$ cat src/rtl/circ_fifo_pkg.sv
// circ_fifo_pkg: width helpers and read-mode constants shared by the circular FIFO.
//   clog2       ceiling log2 of a positive integer (clog2(1) = 0)
//   calc_ptr_w  pointer width PTR_W for a given depth
//   calc_cnt_w  occupancy width CNT_W, wide enough to hold the value DEPTH itself
package circ_fifo_pkg;

    localparam int RD_REGISTERED = 0;
    localparam int RD_SHOW_AHEAD = 1;

    function automatic int clog2(input int v);
        int r;
        r = 0;
        while ((1 << r) < v) r++;
        return r;
    endfunction

    function automatic int calc_ptr_w(input int depth);
        return clog2(depth);
    endfunction

    function automatic int calc_cnt_w(input int depth);
        return clog2(depth + 1);
    endfunction

endpackage

$ cat src/rtl/circ_ptr.sv
// circ_ptr: modulo-DEPTH pointer register with enable and synchronous clear.
//   clk    rising-edge clock
//   rst    asynchronous active-low reset, clears the pointer
//   clr_i  synchronous clear, wins over en_i
//   en_i   advance the pointer by one, DEPTH-1 wraps to 0
//   ptr_o  current pointer value
module circ_ptr #(
    parameter int DEPTH = 4,
    parameter int PTR_W = 2
) (
    input  logic             clk,
    input  logic             rst,
    input  logic             clr_i,
    input  logic             en_i,
    output logic [PTR_W-1:0] ptr_o
);

    logic [PTR_W-1:0] ptr_q, ptr_d;

    // Explicit compare against DEPTH-1 so non-power-of-two depths wrap correctly.
    always_comb
        ptr_d = clr_i ? '0 :
                !en_i ? ptr_q :
                (ptr_q == PTR_W'(DEPTH - 1)) ? '0 : ptr_q + PTR_W'(1);

    always_ff @(posedge clk or negedge rst)
        if (!rst) ptr_q <= '0;
        else      ptr_q <= ptr_d;

    assign ptr_o = ptr_q;

endmodule

$ cat src/rtl/circ_fifo.sv
// circ_fifo: single-clock circular FIFO of arbitrary depth with occupancy flags,
// registered or show-ahead read, synchronous flush and overflow/underflow pulses.
//   clk, rst                 clock, asynchronous active-low reset
//   wr, data_in              write request and data
//   rd                       read/pop request
//   flush                    synchronous clear of contents, beats rd and wr
//   data_out, data_valid     read data and its qualifier
//   full, empty              count == DEPTH, count == 0
//   almost_full/empty        count >= AF_TH, count <= AE_TH
//   count                    occupancy
//   overflow, underflow      one-cycle pulses for a rejected write/read
module circ_fifo
    import circ_fifo_pkg::*;
#(
    parameter  int WORD_SZ    = 32,
    parameter  int DEPTH      = 4,
    parameter  int AF_TH      = DEPTH - 1,
    parameter  int AE_TH      = 1,
    parameter  int SHOW_AHEAD = RD_REGISTERED,
    localparam int PTR_W      = calc_ptr_w(DEPTH),
    localparam int CNT_W      = calc_cnt_w(DEPTH)
) (
    input  logic               clk,
    input  logic               rst,
    input  logic               wr,
    input  logic [WORD_SZ-1:0] data_in,
    input  logic               rd,
    input  logic               flush,
    output logic [WORD_SZ-1:0] data_out,
    output logic               data_valid,
    output logic               full,
    output logic               empty,
    output logic               almost_full,
    output logic               almost_empty,
    output logic [CNT_W-1:0]   count,
    output logic               overflow,
    output logic               underflow
);

    logic [WORD_SZ-1:0] mem_q [DEPTH];
    logic [PTR_W-1:0]   rd_ptr, wr_ptr;
    logic [CNT_W-1:0]   count_q, count_d;
    logic [WORD_SZ-1:0] dout_q, dout_d;
    logic               dv_q, dv_d, ovf_q, ovf_d, udf_q, udf_d;
    logic               rd_ok, wr_ok, rd_en, wr_en;

    assign full         = count_q == CNT_W'(DEPTH);
    assign empty        = count_q == '0;
    assign almost_full  = count_q >= CNT_W'(AF_TH);
    assign almost_empty = count_q <= CNT_W'(AE_TH);
    assign count        = count_q;
    assign overflow     = ovf_q;
    assign underflow    = udf_q;

    // Show-ahead drives zero while empty so data_out stays at its reset value
    // until a word actually exists.
    assign data_out   = (SHOW_AHEAD == RD_SHOW_AHEAD) ? (empty ? '0 : mem_q[rd_ptr]) : dout_q;
    assign data_valid = (SHOW_AHEAD == RD_SHOW_AHEAD) ? ~empty : dv_q;

    always_comb begin
        rd_ok   = rd & ~empty;
        // A write into a full FIFO still fits when the same edge pops a word.
        wr_ok   = wr & (~full | rd_ok);
        rd_en   = rd_ok & ~flush;
        wr_en   = wr_ok & ~flush;
        count_d = flush ? '0 :
                  (wr_en & ~rd_en) ? count_q + CNT_W'(1) :
                  (rd_en & ~wr_en) ? count_q - CNT_W'(1) : count_q;
        dout_d  = rd_en ? mem_q[rd_ptr] : dout_q;
        dv_d    = rd_en;
        ovf_d   = ~flush & wr & ~wr_ok;
        udf_d   = ~flush & rd & empty;
    end

    always_ff @(posedge clk or negedge rst)
        if (!rst) begin
            count_q <= '0;
            dout_q  <= '0;
            dv_q    <= 1'b0;
            ovf_q   <= 1'b0;
            udf_q   <= 1'b0;
        end else begin
            count_q <= count_d;
            dout_q  <= dout_d;
            dv_q    <= dv_d;
            ovf_q   <= ovf_d;
            udf_q   <= udf_d;
        end

    // Storage has no reset; stale words are never exposed since count gates reads.
    always_ff @(posedge clk)
        if (wr_en) mem_q[wr_ptr] <= data_in;

    circ_ptr #(.DEPTH(DEPTH), .PTR_W(PTR_W)) u_rd_ptr (
        .clk   (clk),
        .rst   (rst),
        .clr_i (flush),
        .en_i  (rd_en),
        .ptr_o (rd_ptr)
    );

    circ_ptr #(.DEPTH(DEPTH), .PTR_W(PTR_W)) u_wr_ptr (
        .clk   (clk),
        .rst   (rst),
        .clr_i (flush),
        .en_i  (wr_en),
        .ptr_o (wr_ptr)
    );

endmodule

$ cat config.mk
export PLATFORM = sky130hd
export DESIGN_NAME = circ_fifo
export DESIGN_NICKNAME = d
export VERILOG_FILES = /design/src/rtl/circ_fifo_pkg.sv /design/src/rtl/circ_ptr.sv /design/src/rtl/circ_fifo.sv
export SDC_FILE = /design/constraint.sdc
export NUM_CORES = 1
export LEC_CHECK = 0
export BUFFER_PORTS_ARGS = -buffer_cell sky130_fd_sc_hd__buf_2
export CAP_MARGIN = 15
export CORE_MARGIN = 8
export CORE_UTILIZATION = 58
export CTS_BUF_LIST = sky130_fd_sc_hd__clkbuf_4 sky130_fd_sc_hd__clkbuf_8 sky130_fd_sc_hd__clkbuf_16
export CTS_CLUSTER_SIZE = 16
export DETAILED_ROUTE_END_ITERATION = 10
export PLACE_DENSITY = 0.86
export SYNTH_ARGS = -nofsm -noshare
export SYNTH_HDL_FRONTEND = slang
export SYNTH_SLANG_ARGS = --single-unit
$ cat constraint.sdc
create_clock -name clk -period 3.58 [get_ports clk]
set_input_delay 0.716 -clock clk [delete_from_list [all_inputs] [get_ports clk]]
set_output_delay 0.716 -clock clk [all_outputs]
set_load 0.05 [all_outputs]
## Word level (Yosys, flattened, before mapping)

Memory sizes are Yosys's and may differ from the RTL's. A register that Yosys moved wholly into a read port is not among the register bits.
Index checks and enable logic that the tools add are counted.

- Bits in registers: 10
- RAM bits: 128
- Input bits: 37
- Memories kept: 1

Memories:

| name | depth | width | rd ports | clocked after memory_dff | wr ports | RTL line | source |
|---|---|---|---|---|---|---|---|
| mem_q | 4 | 32 | 1 | 1 | 1 | circ_fifo.sv:40 | `logic [WORD_SZ-1:0] mem_q [DEPTH];` |

- Add/sub/neg operators: 4
- Order comparisons: 2
- Equality and inequality tests: 3
- Mux-type cells: 11
- Bitwise gates (word level): 17
- Reductions and logical operators: 5

Operators with widths:

| cell | number |
|---|---|
| $mux 2 | 6 |
| $and 1x1->1 | 10 |
| $mux 3 | 3 |
| $not 1->1 | 6 |
| $add 2x1->2 const B | 2 |
| $eq 2x2->1 const B | 2 |
| $reduce_bool 2->1 | 2 |
| $add 3x1->3 const B | 1 |
| $eq 3x3->1 const B | 1 |
| $ge 3x2->1 const B | 1 |
| $le 3x1->1 const B | 1 |
| $logic_not 3->1 | 1 |
| $reduce_bool 3->1 | 1 |
| $sub 3x1->3 const B | 1 |
| $mux 1 | 2 |
| $logic_not 1->1 | 1 |
| $or 1x1->1 | 1 |

## Depth between registers and ports, before layout

- Depth in word-level cells: 11
- Depth in mapped cells: 8

## By module

Synthesis repeated with hierarchy kept, for this count alone.

- Cells, all modules: 297
- Area, all modules: 6607.6 um2

Modules (own cells, without submodules):

| module | times used | cells each | area an instance (um2) | seq. area each (um2) |
|---|---|---|---|---|
| circ_fifo | 1 | 281 | 6407.4 | 4794.6 |
| circ_ptr | 2 | 8 | 100.1 | 50.0 |

## Worst setup path before layout

Ideal clock, no wire load.

- Path kind: flip-flop to flip-flop
- Start point: register count_q[1] (netlist: count[1])
- End point: memory mem_q[3][0], enable pin
- Setup time: 0.392 ns
- Arrival time: 2.497 ns
- Data required time: 3.188 ns
- Setup slack: 0.690 ns
- Cell stages (with the launch flop): 7
- Path buffers: 1
- Period minus slack after synthesis: 2.890 ns
- Cells stage by stage: dfrtp_1 > inv_1 > ha_1 > buf_4 > and3b_1 > nor3_1 > and2_1

- Word-level cells in the longest chain between the ends: 8

RTL lines:

| element | RTL line | source |
|---|---|---|
| from (decl) | circ_fifo.sv:42 | `logic [CNT_W-1:0] count_q, count_d;` |
| from (signal assigned) | circ_fifo.sv:83 | `count_q <= count_d;` |
| $logic_not 3->1 | circ_fifo.sv:48 | `assign empty = count_q == '0;` |
| $not 1->1 | circ_fifo.sv:61 | `rd_ok = rd & ~empty;` |
| $and 1x1->1 | circ_fifo.sv:61 |  |
| $or 1x1->1 (*) | circ_fifo.sv:63 | `wr_ok = wr & (~full \| rd_ok);` |
| $and 1x1->1 (*) | circ_fifo.sv:63 |  |
| $and 1x1->1 (*) | circ_fifo.sv:65 | `wr_en = wr_ok & ~flush;` |
| $mux 1 (*) | circ_fifo.sv:92 | `if (wr_en) mem_q[wr_ptr] <= data_in;` |
| $mux 1 (implied by the code) (*) | circ_fifo.sv:92 |  |
| to (decl) | circ_fifo.sv:40 |  |

Mark *: on every way between the ends. The rest lies on a longest branch, timed or not.

## Worst setup path after layout

- Start point: register count_q[1] (netlist: count[1])
- End point: output empty

- Word-level cells in the longest chain between the ends: 1

RTL lines:

| element | RTL line | source |
|---|---|---|
| $logic_not 3->1 | circ_fifo.sv:48 |  |
| to (decl) | circ_fifo.sv:32 | `output logic empty,` |

Every way passes these cells.

==> results.json <==
{
  "synth_cells": 323,
  "synthesis.area_mm2": 0.00669,
  "clk-insertion-delay-late_ps": 420,
  "met3_usage_pct": 5.30,
  "min_period_over_period_pct": 76.2,
  "post-cts-setup-buffers": 0,
  "dpl.hpwl_mm": 7.20,
  "synth_ff_type": "edfxtp_1",
  "yosysWarnings": 0,
  "drt-total-wl_mm": 11.9,
  "seq_area_mm2": 0.00490,
  "criticalPathCategory": "register to primary output",
  "max_stage_delay_ps": 450,
  "yosys.area.top_type": "edfxtp_1",
  "ys_ff_latch": 170,
  "syn_nets": 370,
  "power.switching_mw": 2.18,
  "use_met2_pct": 27.5,
  "reg2reg_to": "mem_q[1][22]",
  "p_per_area_mw_per_mm2": 824,
  "grt_pass1_vias": 3358,
  "top_usage_layer": "met2",
  "num_vias": 3207,
  "multiInputGateArea_mm2": 0.00165,
  "power.internal_mw": 4.24,
  "ys_async_sr_fraction_pct": 24.7,
  "cp_data_required_time_ps": 2860,
  "grt_start_max_net_pins": 43,
  "postPlaceCellArea_mm2": 0.00716,
  "pwr-share-clk_pct": 29.6,
  "period_minus_slack_ps": 2730,
  "fmax_ghz": 0.367,
  "cts_inserted_buffers": 17,
  "use_met1_pct": 19.7,
  "synth_top_area_share_pct": 57.5,
  "ff2ff_path_depth": 5,
  "synth.most_common_cell": "edfxtp_1",
  "relSlewSlack_pct": 32.2,
  "nFillCells": 734,
  "cp_top_family": "buffers and inverters",
  "rsz0062_at_grt": "false",
  "die_w_um": 123,
  "r2r-start": "count[1]",
  "cts_buffer_depth": 2,
  "hold_slack_ps": 468,
  "cts_tree": "done",
  "crit_slowest_cell": "dfrtp_1",
  "design_area_mm2": 0.00779,
  "hp-class": "primary input to asynchronous set/reset pin",
  "crit_top_cell": "inv_1",
  "fin_tns_setup_ps": 0,
  "cts-root-buf": "clkbuf_16",
  "drv_cap": 0,
  "cts_resized": 0,
  "floorplan.initialDensity_pct": 59.1,
  "ios": 79,
  "critPathCaptureType": "primary output",
  "crit_fanout": 10,
  "htree_levels": 4,
  "grt_overflow": 0,
  "syn_avg_cell_area_um2": 20.7,
  "ys_seq_area_share_pct": 73.2,
  "final_max_slew_viol_count": 0,
  "synth_edf_count": 128,
  "cts_hold_buf": 0,
  "p_comb_share_pct": 30.0,
  "clkTransAtPathRegs_ps": 60,
  "crit_buf_inv": 3,
  "fin_nets": 453,
  "fp.dieArea_mm2": 0.0152,
  "reg2reg_slack_ps": 960,
  "seqPwrFrac_pct": 40.4,
  "drive_gt1_share_pct": 42.7,
  "viasPerCell": 5.71,
  "wl_per_cell_um": 21.1,
  "synthTopCellsByArea": "edfxtp_1 (57%), dfrtp_1 (16%), mux4_2 (9.4%)",
  "outcome": "completed",
  "drt_drc_violations_left": 0,
  "core_mm2": 0.0113,
  "final_util_pct": 68.8,
  "grtUsageTotal_pct": 16.7,
  "skew_ps": 6.40,
  "ant_nets": 0,
  "irDropWorstVdd_v": 0.000542,
  "fp.dieH_um": 123,
  "cp_cell_sequence": "inv_1 -> ha_1 -> nand2b_2 -> inv_1 -> buf_2",
  "power_mw": 6.42,
  "cp-start-kind": "register",
  "area_growth_pct": 16.4,
  "synthTopCellsByCount": "edfxtp_1 (128), dfrtp_1 (42), mux4_2 (28)",
  "arrival_ps": 2010,
  "synth_cell_types": 37,
  "leakage_nw": 2.89,
  "setup_viol": 0,
  "insertedDiodeCount": 0,
  "antenna_found_initial": 2,
  "drt-pass1-iter-count": 5,
  "grt_pass1_wl_mm": 18.5,
  "portBuffers": 78,
  "worst_slew_pin_slew_ps": 1020,
  "row_count": 39,
  "timing.final.hold_violations": 0,
  "switching_share_pct": 34.0,
  "drtIter0Drc": 158,
  "place.gp.congestion": 0.798,
  "cts_sinks": 170
}
-- worst max-delay path by stage --
stage                     startpoint           end  slack (ps)  depth (start not counted)
after detailed placement    count[1]  mem_q[0][20]         950                          5
after floorplan             count[1]   mem_q[3][0]         690                          6
after CTS                   count[1]         empty         860                          5
final                       count[1]         empty         850                          5
after global placement            rd  mem_q[1][20]        1060                          4
after global routing        count[1]         empty         670                          5
-- power by group through the flow --
stage / Clock, mW / Combinational, mW / Sequential, mW
6_report: 1.90 / 1.92 / 2.59
5_1_grt: 2.00 / 2.02 / 2.63
4_1_cts: 1.93 / 1.94 / 2.60
3_5_place_dp: 0 / 1.93 / 2.63
3_3_place_gp: 0 / 1.90 / 2.62
2_1_floorplan: 0 / 0.893 / 3.26
-- flip-flops by register name, summed over array words and instances, names as in the netlist --
name,flops
u_wr_ptr.ptr_o,2
count,3
data_out,32
data_valid,1
underflow,1
overflow,1
u_rd_ptr.ptr_o,2
mem_q,128
-- cells in the final DEF, fill, tap and decap left out, types with 2 or more instances in the layout --
cell        instances
edfxtp_1          128
buf_2              78
dfrtp_1            40
mux4_2             28
mux2_4             23
clkbuf_16          17
ha_1               10
mux2_2              9
inv_1               8
a21oi_1             8
nor2_1              7
o21ai_0             6
nand2b_1            5
and2_2              4
nor2b_1             4
mux4_1              4
clkinvlp_4          4
bufinv_16           4
or4_1               2
clkinv_2            2
clkinv_4            2
inv_6               2
buf_4               2
dfrtp_2             2
-- cell families (layout without fill, tap and decap cells) --
group	count (synthesis)	after routing	share of synthesized area [%]
flip-flops	170	170	73.2
adder cells (fa/ha/maj)	10	10	1.87
XOR/XNOR	1	1	0.131
buffers and inverters	24	120	2.23
AO/OA/AOI/OAI	21	21	1.85
multiplexers	65	65	17.8
AND/OR/NAND/NOR	32	32	2.92
-- per-stage QoR --
| step | worst slack (ps) | cells |
|---|---|---|
| after floorplan | 690 | 323 |
| after global placement | 1060 | 530 |
| after detailed placement | 947 | 530 |
| after CTS | 863 | 562 |
| after global routing | 671 | 562 |
| final | 851 | 562 |
-- layout make-up --
cell class / count / share of cell area, %
Clock buffer: 17 / 5.46
Sequential cell: 170 / 62.9
Timing Repair Buffer: 80 / 5.21
Clock inverter: 15 / 2.55
Multi-Input combinational cell: 129 / 21.2
Inverter: 8 / 0.386
Tap cell: 143 / 2.30
-- layer usage --
layer  wire length (um)  share of wire, %  up-vias
met5                 26              0.22        -
met4                245               2.1        4
met3                774               6.5       24
met2               6090                51      103
met1               4750                40     1631
li1                   -                 -     1445
Power figures use the tool's default switching activity.
